==> src/rtl/rst_sequencer_pkg.sv <==
// rst_seq_pkg: shared state and reset-cause encodings for the reset sequencer
package rst_seq_pkg;

    typedef enum logic [1:0] {
        HOLD,
        RELEASE,
        RUN
    } state_t;

    localparam logic [1:0] CAUSE_POR = 2'd0;
    localparam logic [1:0] CAUSE_EXT = 2'd1;
    localparam logic [1:0] CAUSE_SW  = 2'd2;

endpackage

==> src/rtl/rst_sequencer_if.sv <==
// rst_sequencer_if: request inputs and staged run-enable outputs of the sequencer
interface rst_sequencer_if #(
    parameter int NUM_CH = 3
);

    logic              ext_req;
    logic              sw_req;
    logic [NUM_CH-1:0] user_reset;
    logic              ready;
    logic [1:0]        cause;
    logic              busy;

    modport master (
        output ext_req, sw_req,
        input  user_reset, ready, cause, busy
    );

    modport slave (
        input  ext_req, sw_req,
        output user_reset, ready, cause, busy
    );

endinterface

==> src/rtl/rst_filter.sv <==
// rst_filter: synchronises an async request and accepts it after a run of consecutive high cycles
module rst_filter #(
    parameter int SYNC_STAGES = 2,
    parameter int FILT_CYCLES = 16
) (
    input  logic clk,
    input  logic reset,
    input  logic in,
    output logic acc
);

    localparam int FW = $clog2(FILT_CYCLES + 1);

    logic [SYNC_STAGES-1:0] sync;
    logic [FW-1:0]          cnt;

    // Synchroniser chain and saturating count of consecutive synchronised highs
    always_ff @(posedge clk or negedge reset) begin
        if (!reset) begin
            sync <= '0;
            cnt  <= '0;
        end else begin
            sync <= {sync[SYNC_STAGES-2:0], in};
            cnt  <= !sync[SYNC_STAGES-1] ? '0 :
                    (cnt == FW'(FILT_CYCLES)) ? cnt : cnt + 1'b1;
        end
    end

    assign acc = cnt >= FW'(FILT_CYCLES);

endmodule

==> src/rtl/rst_sequencer.sv <==
// rst_sequencer: holds all channels after a reset event, then releases them one by one in index order
module rst_sequencer
    import rst_seq_pkg::*;
#(
    parameter int               NUM_CH      = 3,
    parameter int               CNT_W       = 21,
    parameter logic [CNT_W-1:0] POR_CYCLES  = 21'h17D796,
    parameter logic [CNT_W-1:0] SOFT_CYCLES = 21'h00FFFF,
    parameter int               GAP_W       = 12,
    parameter logic [GAP_W-1:0] STAGE_GAP   = 12'd1024,
    parameter int               SYNC_STAGES = 2,
    parameter int               FILT_CYCLES = 16
) (
    input logic           clk,
    input logic           reset,
    rst_sequencer_if.slave bus
);

    localparam int IW = (NUM_CH > 1) ? $clog2(NUM_CH) : 1;

    state_t            state, state_n;
    logic [CNT_W-1:0]  cnt, cnt_n;
    logic [GAP_W-1:0]  gap, gap_n;
    logic [IW-1:0]     idx, idx_n, nxt;
    logic [NUM_CH-1:0] ur, ur_n;
    logic              rdy, rdy_n;
    logic [1:0]        cause, cause_n;
    logic              acc;

    rst_filter #(
        .SYNC_STAGES(SYNC_STAGES),
        .FILT_CYCLES(FILT_CYCLES)
    ) u_filt (
        .clk  (clk),
        .reset(reset),
        .in   (bus.ext_req),
        .acc  (acc)
    );

    assign nxt = idx + 1'b1;

    // State and output registers; async reset lands in the power-on hold
    always_ff @(posedge clk or negedge reset) begin
        if (!reset) begin
            state <= HOLD;
            cnt   <= POR_CYCLES;
            gap   <= '0;
            idx   <= '0;
            ur    <= '0;
            rdy   <= 1'b0;
            cause <= CAUSE_POR;
        end else begin
            state <= state_n;
            cnt   <= cnt_n;
            gap   <= gap_n;
            idx   <= idx_n;
            ur    <= ur_n;
            rdy   <= rdy_n;
            cause <= cause_n;
        end
    end

    // Next state: a reset event overrides everything, otherwise count down the hold then stage releases
    always_comb begin
        state_n = state;
        cnt_n   = cnt;
        gap_n   = gap;
        idx_n   = idx;
        ur_n    = ur;
        rdy_n   = rdy;
        cause_n = cause;
        if (acc || bus.sw_req) begin
            ur_n    = '0;
            rdy_n   = 1'b0;
            cnt_n   = SOFT_CYCLES;
            state_n = HOLD;
            cause_n = acc ? CAUSE_EXT : CAUSE_SW;
        end else begin
            case (state)
                HOLD: begin
                    if (cnt == '0) begin
                        ur_n[0] = 1'b1;
                        if (NUM_CH == 1) begin
                            rdy_n   = 1'b1;
                            state_n = RUN;
                        end else begin
                            gap_n   = STAGE_GAP;
                            idx_n   = '0;
                            state_n = RELEASE;
                        end
                    end else begin
                        cnt_n = cnt - 1'b1;
                    end
                end
                RELEASE: begin
                    if (gap != '0) begin
                        gap_n = gap - 1'b1;
                    end else begin
                        idx_n     = nxt;
                        ur_n[nxt] = 1'b1;
                        gap_n     = STAGE_GAP;
                        if (nxt == IW'(NUM_CH - 1)) begin
                            rdy_n   = 1'b1;
                            state_n = RUN;
                        end
                    end
                end
                default: ;
            endcase
        end
    end

    assign bus.user_reset = ur;
    assign bus.ready      = rdy;
    assign bus.cause      = cause;
    assign bus.busy       = state != RUN;

endmodule

==> src/flat_wrapper.sv <==
// flat-port wrapper written by rule: the top's interface ports become plain ports
module rst_sequencer_flat import rst_seq_pkg::*;
#(
    parameter int               NUM_CH      = 3,
    parameter int               CNT_W       = 21,
    parameter logic [CNT_W-1:0] POR_CYCLES  = 21'h17D796,
    parameter logic [CNT_W-1:0] SOFT_CYCLES = 21'h00FFFF,
    parameter int               GAP_W       = 12,
    parameter logic [GAP_W-1:0] STAGE_GAP   = 12'd1024,
    parameter int               SYNC_STAGES = 2,
    parameter int               FILT_CYCLES = 16
)
  (clk, reset, bus_ext_req, bus_sw_req, bus_user_reset, bus_ready, bus_cause, bus_busy);
  rst_sequencer_if #(.NUM_CH(NUM_CH)) bus_i ();
  input logic clk;
  input logic reset;
  input wire logic [$bits(bus_i.ext_req)-1:0] bus_ext_req;
  input wire logic [$bits(bus_i.sw_req)-1:0] bus_sw_req;
  output wire logic [$bits(bus_i.user_reset)-1:0] bus_user_reset;
  output wire logic [$bits(bus_i.ready)-1:0] bus_ready;
  output wire logic [$bits(bus_i.cause)-1:0] bus_cause;
  output wire logic [$bits(bus_i.busy)-1:0] bus_busy;
  assign bus_i.ext_req = bus_ext_req;
  assign bus_i.sw_req = bus_sw_req;
  assign bus_user_reset = bus_i.user_reset;
  assign bus_ready = bus_i.ready;
  assign bus_cause = bus_i.cause;
  assign bus_busy = bus_i.busy;
  rst_sequencer #(.NUM_CH(NUM_CH), .CNT_W(CNT_W), .POR_CYCLES(POR_CYCLES), .SOFT_CYCLES(SOFT_CYCLES), .GAP_W(GAP_W), .STAGE_GAP(STAGE_GAP), .SYNC_STAGES(SYNC_STAGES), .FILT_CYCLES(FILT_CYCLES)) u_core (.clk(clk), .reset(reset), .bus(bus_i));
endmodule
==> config.mk <==
export PLATFORM = sky130hd
export DESIGN_NAME = rst_sequencer_flat
export DESIGN_NICKNAME = d
export VERILOG_FILES = /design/src/rtl/rst_sequencer_pkg.sv /design/src/rtl/rst_sequencer_if.sv /design/src/rtl/rst_filter.sv /design/src/rtl/rst_sequencer.sv /design/src/flat_wrapper.sv
export SDC_FILE = /design/constraint.sdc
export NUM_CORES = 1
export LEC_CHECK = 0
export ABC_AREA = 1
export ABC_CLOCK_PERIOD_IN_PS = 4400
export BUFFER_PORTS_ARGS = -buffer_cell sky130_fd_sc_hd__clkbuf_2
export CORE_AREA = 2 2 79 81
export DETAILED_ROUTE_END_ITERATION = 6
export DIE_AREA = 0 0 81 83
export PLACE_DENSITY = 0.7
export SLEW_MARGIN = 20
export SYNTH_ARGS = -nofsm -noshare
export SYNTH_HDL_FRONTEND = slang
export SYNTH_SLANG_ARGS = --single-unit
==> constraint.sdc <==
create_clock -name clk -period 4.4 [get_ports clk]
set_input_delay 0.66 -clock clk [delete_from_list [all_inputs] [get_ports clk]]
set_output_delay 0.66 -clock clk [all_outputs]
set_load 0.005 [all_outputs]
==> results of run 1 <==
state kept, by name, summed over array words and instances, names as in the netlist:
signal and count:
u_core.cnt 21, u_core.idx 2, u_core.bus.user_reset 3, u_core.bus.cause 2, u_core.u_filt.sync 2, u_core.state 2, u_core.u_filt.cnt 5, u_core.bus.ready 1
u_core.gap 12
worst max-delay path, stage by stage (launching register included):
cell	delay (ps)
dfrtp_1	450
nor2_2	100
buf_4	270
inv_1	260
nor2_2	260
nand2_2	330
inv_1	180
o21ai_0	110
stage by stage:
step | total power, W | hold WS (ps) | instance area (um^2) | utilization (%) | setup WS, ps
2_1_floorplan | 0.000577 | 331 | 3120 | - | 2830
3_3_place_gp | 0.000608 | 335 | 3210 | 55.3 | 2100
3_5_place_dp | 0.000611 | 340 | 3210 | 55.3 | 2030
4_1_cts | 0.000908 | 363 | 3310 | 57.0 | 2280
5_1_grt | 0.000947 | 364 | 3310 | 57.0 | 2120
6_report | 0.000896 | 360 | 3310 | 57.0 | 2310
kinds of logic (layout without fill, tap and decap cells):
family,count (synthesis),count (layout)
flip-flops,50,50
adder cells (fa/ha/maj),9,9
AO/OA/AOI/OAI,37,37
AND/OR/NAND/NOR,254,254
buffers and inverters,59,70
XOR/XNOR,9,9
cell usage after synthesis (2+ instances only):
cell and instances:
dfrtp_1 36, xor2_1 8, ha_1 9, nand2_1 122, buf_2 3, nand4_1 26, inv_1 49, a21oi_1 3
nor2_2 8, nand2_4 2, o21bai_1 3, nor3_1 2, o21ai_2 24, nand3_1 36, buf_6 4, nor2_1 53
o21ai_0 5, dfstp_2 14
power groups by stage:
stage / Clock [W] / Sequential, W / Combinational (W)
final: 0.000292 / 0.000497 / 0.000107
after global routing: 0.000322 / 0.000499 / 0.000126
after CTS: 0.000304 / 0.000496 / 0.000108
after detailed placement: 0 / 0.000505 / 0.000106
after global placement: 0 / 0.000505 / 0.000103
after floorplan: 0 / 0.000501 / 0.0000762
final cells by class:
type	instances	area, um^2	area share [%]
multi-input cells	309	1600	48.3
flip-flops and latches	50	1270	38.3
inverters	50	188	5.66
well taps	75	93.8	2.83
clock buffers	6	82.6	2.49
repair buffers	12	65.1	1.96
clock inverters	2	16.3	0.491
metal layers:
metal	part of all wire, %	global-route usage, %	vias up
li1	-	-	1364
met1	51	29.6	1209
met5	0	0	-
met2	45	29.3	59
met4	0.50	4.93	0
met3	3.9	3.59	4
final timing paths:
kind,end
worst max register to register,u_core.gap[0]$_DFFE_PN0P_
worst min-delay path,u_core.u_filt.sync[1]$_DFF_PN0_
worst min register to register,u_core.u_filt.sync[1]$_DFF_PN0_
min in group asynchronous,u_core.cnt[6]$_DFFE_PN0P_
max in group asynchronous,u_core.cnt[3]$_DFFE_PN0P_
worst max-delay path,u_core.gap[0]$_DFFE_PN0P_
==> impl_metrics.toml, run 1 <==
[floorplanning]
dieArea_um2 = 6720
ios = 11
num_rows = 28
start_util_pct = 53.7
die_w_um = 81
die_h_um = 83
core-area_um2 = 5820

[clocking]
clkTransAtPathRegs_ps = 90
cts_max_path_buffers = 2
cts.sinks = 50
numCtsBuffers = 5
cts.htree.levels = 2
root_buffer = "clkbuf_8"
post_cts_buffers = 0
cts_tree = "done"
postCtsHoldBufs = 0
post_cts_resized = 0
clk-insertion-delay-late_ps = 310

[drt]
routed_via_density = 5.23
wl_per_cell_um = 12.4
first_iter_violations = 132
finalWirelength_mm = 6.23
drc = 0
num_vias = 2636
ant_nets = 0
dr.pass1.iters = 5

[timing]
period_share_pct = 47.4
slew_viol_final = 0
fin_setup_tns_ps = 0
max_freq_mhz = 480
skew_ps = 9.75
setup_violations = 0
relSlewSlack_pct = 29.8
rsz0062_at_grt = "no"
finalHoldViolCount = 0
worstMarginPinSlew_ps = 1050
post-route-min-period_ps = 2090

[place]
gp_routability_congestion = 0.884
dp_cells = 496
io_buffers = 10
dp_hpwl_mm = 4.35

[worst_setup_path]
startpoint_type = "flip-flop"
worst_ep_arrival_time_ps = 2260
r2r_start = "u_core.u_filt.cnt[4]$_DFFE_PN0P_"
critical_path_class = "flip-flop to flip-flop"
endpoint_kind = "flip-flop"
required_ps = 4580
r2r_cells = 7
rrSetupSlack_ps = 2310
critPathMaxFanout = 22
cp-startpoint = "u_core.u_filt.cnt[4]$_DFFE_PN0P_"

[worst_hold_path]
hp-class = "flip-flop to flip-flop"
whs_path_depth = 0
hp-start = "u_core.u_filt.sync[0]$_DFF_PN0_"

[grt]
antenna_found_initial = 0
gr-total-overflow = 0
gr-usage-all-layers_pct = 19.8
grt_max_degree = 51
grt_pass1_wl_mm = 10.8
first_global_vias = 2345

[power_and_ir_drop]
power_frac_comb_pct = 11.9
p_int_w = 0.000644
power.density_nw_per_um2 = 271
pwr-share-seq_pct = 55.5
clkPwrFrac_pct = 32.6
swShare_pct = 28.1
p_leak_nw = 1.62
switchingPower_w = 0.000252
peakVddDrop_uv = 163

[synthesis]
syn_area_per_cell_um2 = 7.47
synth-main-ff-cell = "dfrtp_1"
yosysSeqAreaShare_pct = 40.6
synth_top_area_share_pct = 28.8
synth_edf_count = 0
synth_top_area_cell = "dfrtp_1"
netlist_area_um2 = 3120
synth-simple-area-share_pct = 35.9
ys_async_sr_fraction_pct = 100
synth_compound_area_share_pct = 9.13
syn-num-nets = 431
synth_xor_area_share_pct = 2.52
yosys.area_share.adder_pct = 3.61
synthMuxAreaShare_pct = 0
yosys_warnings = 0
post_synth_inst_count = 418
synthTopCellsByArea = "dfrtp_1 (29%), nand2_1 (15%), dfstp_2 (12%)"
ys_ff_latch = 50
synth_top_family_by_area = "simple AND/OR/NAND/NOR gates"
synth.distinct_cells = 29

[layout]
drive_gt1_share_pct = 17.0
layout_common_cells = "nand2_1 (122), nor2_1 (53), inv_1 (49)"
finalNonFillerCells = 504
fillers = 536
final_common_cell = "nand2_1"
num_antenna_cells = 0
syn2layout_area_growth_pct = 6.09
num-nets-final = 441

[outcome]
status = "finished clean"

[job]
drv_cap = 0
(Power assumes the default switching activity.)
==> inputs of run 2 (changes only) <==
Settings changed: ABC_CLOCK_PERIOD_IN_PS 4400 to 2100.
Clock period 4.4 ns to 2.1 ns, I/O delays scaled along.
==> impl_metrics.toml, run 2 (synthesis results as in run 1) <==
[worst_setup_path]
cpMaxStageDelayCell = "dfstp_2"
startpoint_type = "flip-flop"
crit_end = "u_core.gap[0]$_DFFE_PN0P_"
cpMostUsedCell = "inv_1"
r2r_cells = 9
critPathMaxFanout = 21
crit_buf_inv = 2
rrSetupSlack_ps = 240
critical_path_class = "flip-flop to flip-flop"
r2r_start = "u_core.cnt[1]$_DFFE_PN1P_"
crit-reg2reg-capture = "u_core.gap[0]$_DFFE_PN0P_"
crit_family = "simple AND/OR/NAND/NOR gates"
critPathMaxStageDelay_ps = 540
worst_ep_arrival_time_ps = 2090
required_ps = 2320
cp-startpoint = "u_core.cnt[1]$_DFFE_PN1P_"
cp_cell_sequence = "inv_1 -> ha_1 -> nand2_1 -> nor2_1 -> nand3_2 -> nand2_4 -> nand2_2 -> inv_1 -> o21ai_0"
cp.depth = 9
endpoint_kind = "flip-flop"

[grt]
gr-total-overflow = 0
gr-usage-all-layers_pct = 21.4
grt_max_degree = 28
antenna_found_initial = 0
grt_pass1_wl_mm = 11.7
first_global_vias = 2476

[clocking]
cts_tree = "done"
root_buffer = "clkbuf_8"
cts.sinks = 50
numCtsBuffers = 5
postCtsHoldBufs = 1
cts_max_path_buffers = 2
post_cts_buffers = 0
post_cts_resized = 0
clk-insertion-delay-late_ps = 300
cts.htree.levels = 2
clkTransAtPathRegs_ps = 100

[worst_hold_path]
hp-class = "primary input to flip-flop"

[power_and_ir_drop]
swShare_pct = 28.2
finalPower_w = 0.00184
pwr-share-seq_pct = 56.4
p_int_w = 0.00132
power_frac_comb_pct = 12.5
switchingPower_w = 0.000520
peakVddDrop_uv = 353
p_leak_nw = 1.64
power.density_nw_per_um2 = 549
clkPwrFrac_pct = 31.1

[timing]
worstMarginPinSlew_ps = 557
skew_ps = 11.0
max_freq_mhz = 537
post-route-min-period_ps = 1860
relSlewSlack_pct = 62.9
finalWorstSetupSlack_ps = 238
fin_setup_tns_ps = 0
period_share_pct = 88.6
rsz0062_at_grt = "no"
finalHoldViolCount = 0
setup_violations = 0
slew_viol_final = 0

[floorplanning]
die_w_um = 81
core-area_um2 = 5820
start_util_pct = 53.7
num_rows = 28
ios = 11
dieArea_um2 = 6720
die_h_um = 83

[place]
io_buffers = 10
dpl_worst_slack_ps = 275
placed_cell_area_um2 = 3250
dp_hpwl_mm = 4.84
gp_routability_congestion = 0.898

[layout]
reg_top3 = "u_core.cnt: 21 flops, u_core.gap: 12 flops, u_core.u_filt.cnt: 5 flops"
num-nets-final = 447
num_antenna_cells = 0
largest_reg_flops = 21
layout_common_cells = "nand2_1 (122), nor2_1 (53), inv_1 (49)"
top_register = "u_core.cnt"
syn2layout_area_growth_pct = 7.33
final_common_cell = "nand2_1"
drive_gt1_share_pct = 17.9
post-route-cell-area_um2 = 3350

[drt]
routed_via_density = 5.21
num_vias = 2659
dr.pass1.iters = 4
drc = 0
finalWirelength_mm = 6.60
first_iter_violations = 219
wl_per_cell_um = 12.9
ant_nets = 0

[job]
drv_cap = 0

[outcome]
status = "finished clean"
==> run 2: routing by layer <==
metal | wire, um | track usage (%)
met5 | 0 | 0
met4 | 57 | 4.93
met3 | 195 | 3.48
met1 | 3270 | 31.9
met2 | 3080 | 32.5
==> run 2: layout make-up <==
| type | count | area, um^2 |
|---|---|---|
| clock buffer | 5 | 68.8 |
| clock inverter | 3 | 21.3 |
| fill | 568 | 2460 |
| inverter | 50 | 188 |
| multi-input combinational | 309 | 1600 |
| sequential | 50 | 1270 |
| tap | 75 | 93.8 |
| timing repair buffer | 18 | 113 |
==> run 2: worst min-delay path by stage <==
| stage | depth (start not counted) | startpoint | endpoint |
|---|---|---|---|
| floorplan | 0 | reset | u_core.bus.cause[0]$_DFFE_PN0N_ |
| global placement | 1 | reset | u_core.cnt[13]$_DFFE_PN0P_ |
| detailed placement | 1 | reset | u_core.cnt[13]$_DFFE_PN0P_ |
| CTS | 1 | bus_ext_req | u_core.u_filt.sync[0]$_DFF_PN0_ |
| global route | 1 | bus_ext_req | u_core.u_filt.sync[0]$_DFF_PN0_ |
| finish | 1 | bus_ext_req | u_core.u_filt.sync[0]$_DFF_PN0_ |
==> run 2: worst register-to-register path, cell delays in order (launching register included) <==
cell and delay (ps):
dfstp_2 540, inv_1 70, ha_1 200, nand2_1 70, nor2_1 50, nand3_2 90
nand2_4 90, nand2_2 390, inv_1 110, o21ai_0 170
==> run 2: stage by stage <==
| stage | hold slack, ps | util, % | instances |
|---|---|---|---|
| global placement | 320 | 55.9 | 501 |
| floorplan | 19.4 | - | 418 |
| detailed placement | 326 | 55.9 | 501 |
| finish | 119 | 57.6 | 510 |
| CTS | 108 | 57.6 | 510 |
| global route | 101 | 57.6 | 510 |
==> run 2: power by group through the flow <==
stage | clock [W] | sequential, W | combinational (W)
global route | 0.000648 | 0.00104 | 0.000261
detailed placement | 0 | 0.00106 | 0.000226
floorplan | 0 | 0.00105 | 0.000160
global placement | 0 | 0.00105 | 0.000218
CTS | 0.000595 | 0.00104 | 0.000230
finish | 0.000572 | 0.00104 | 0.000230
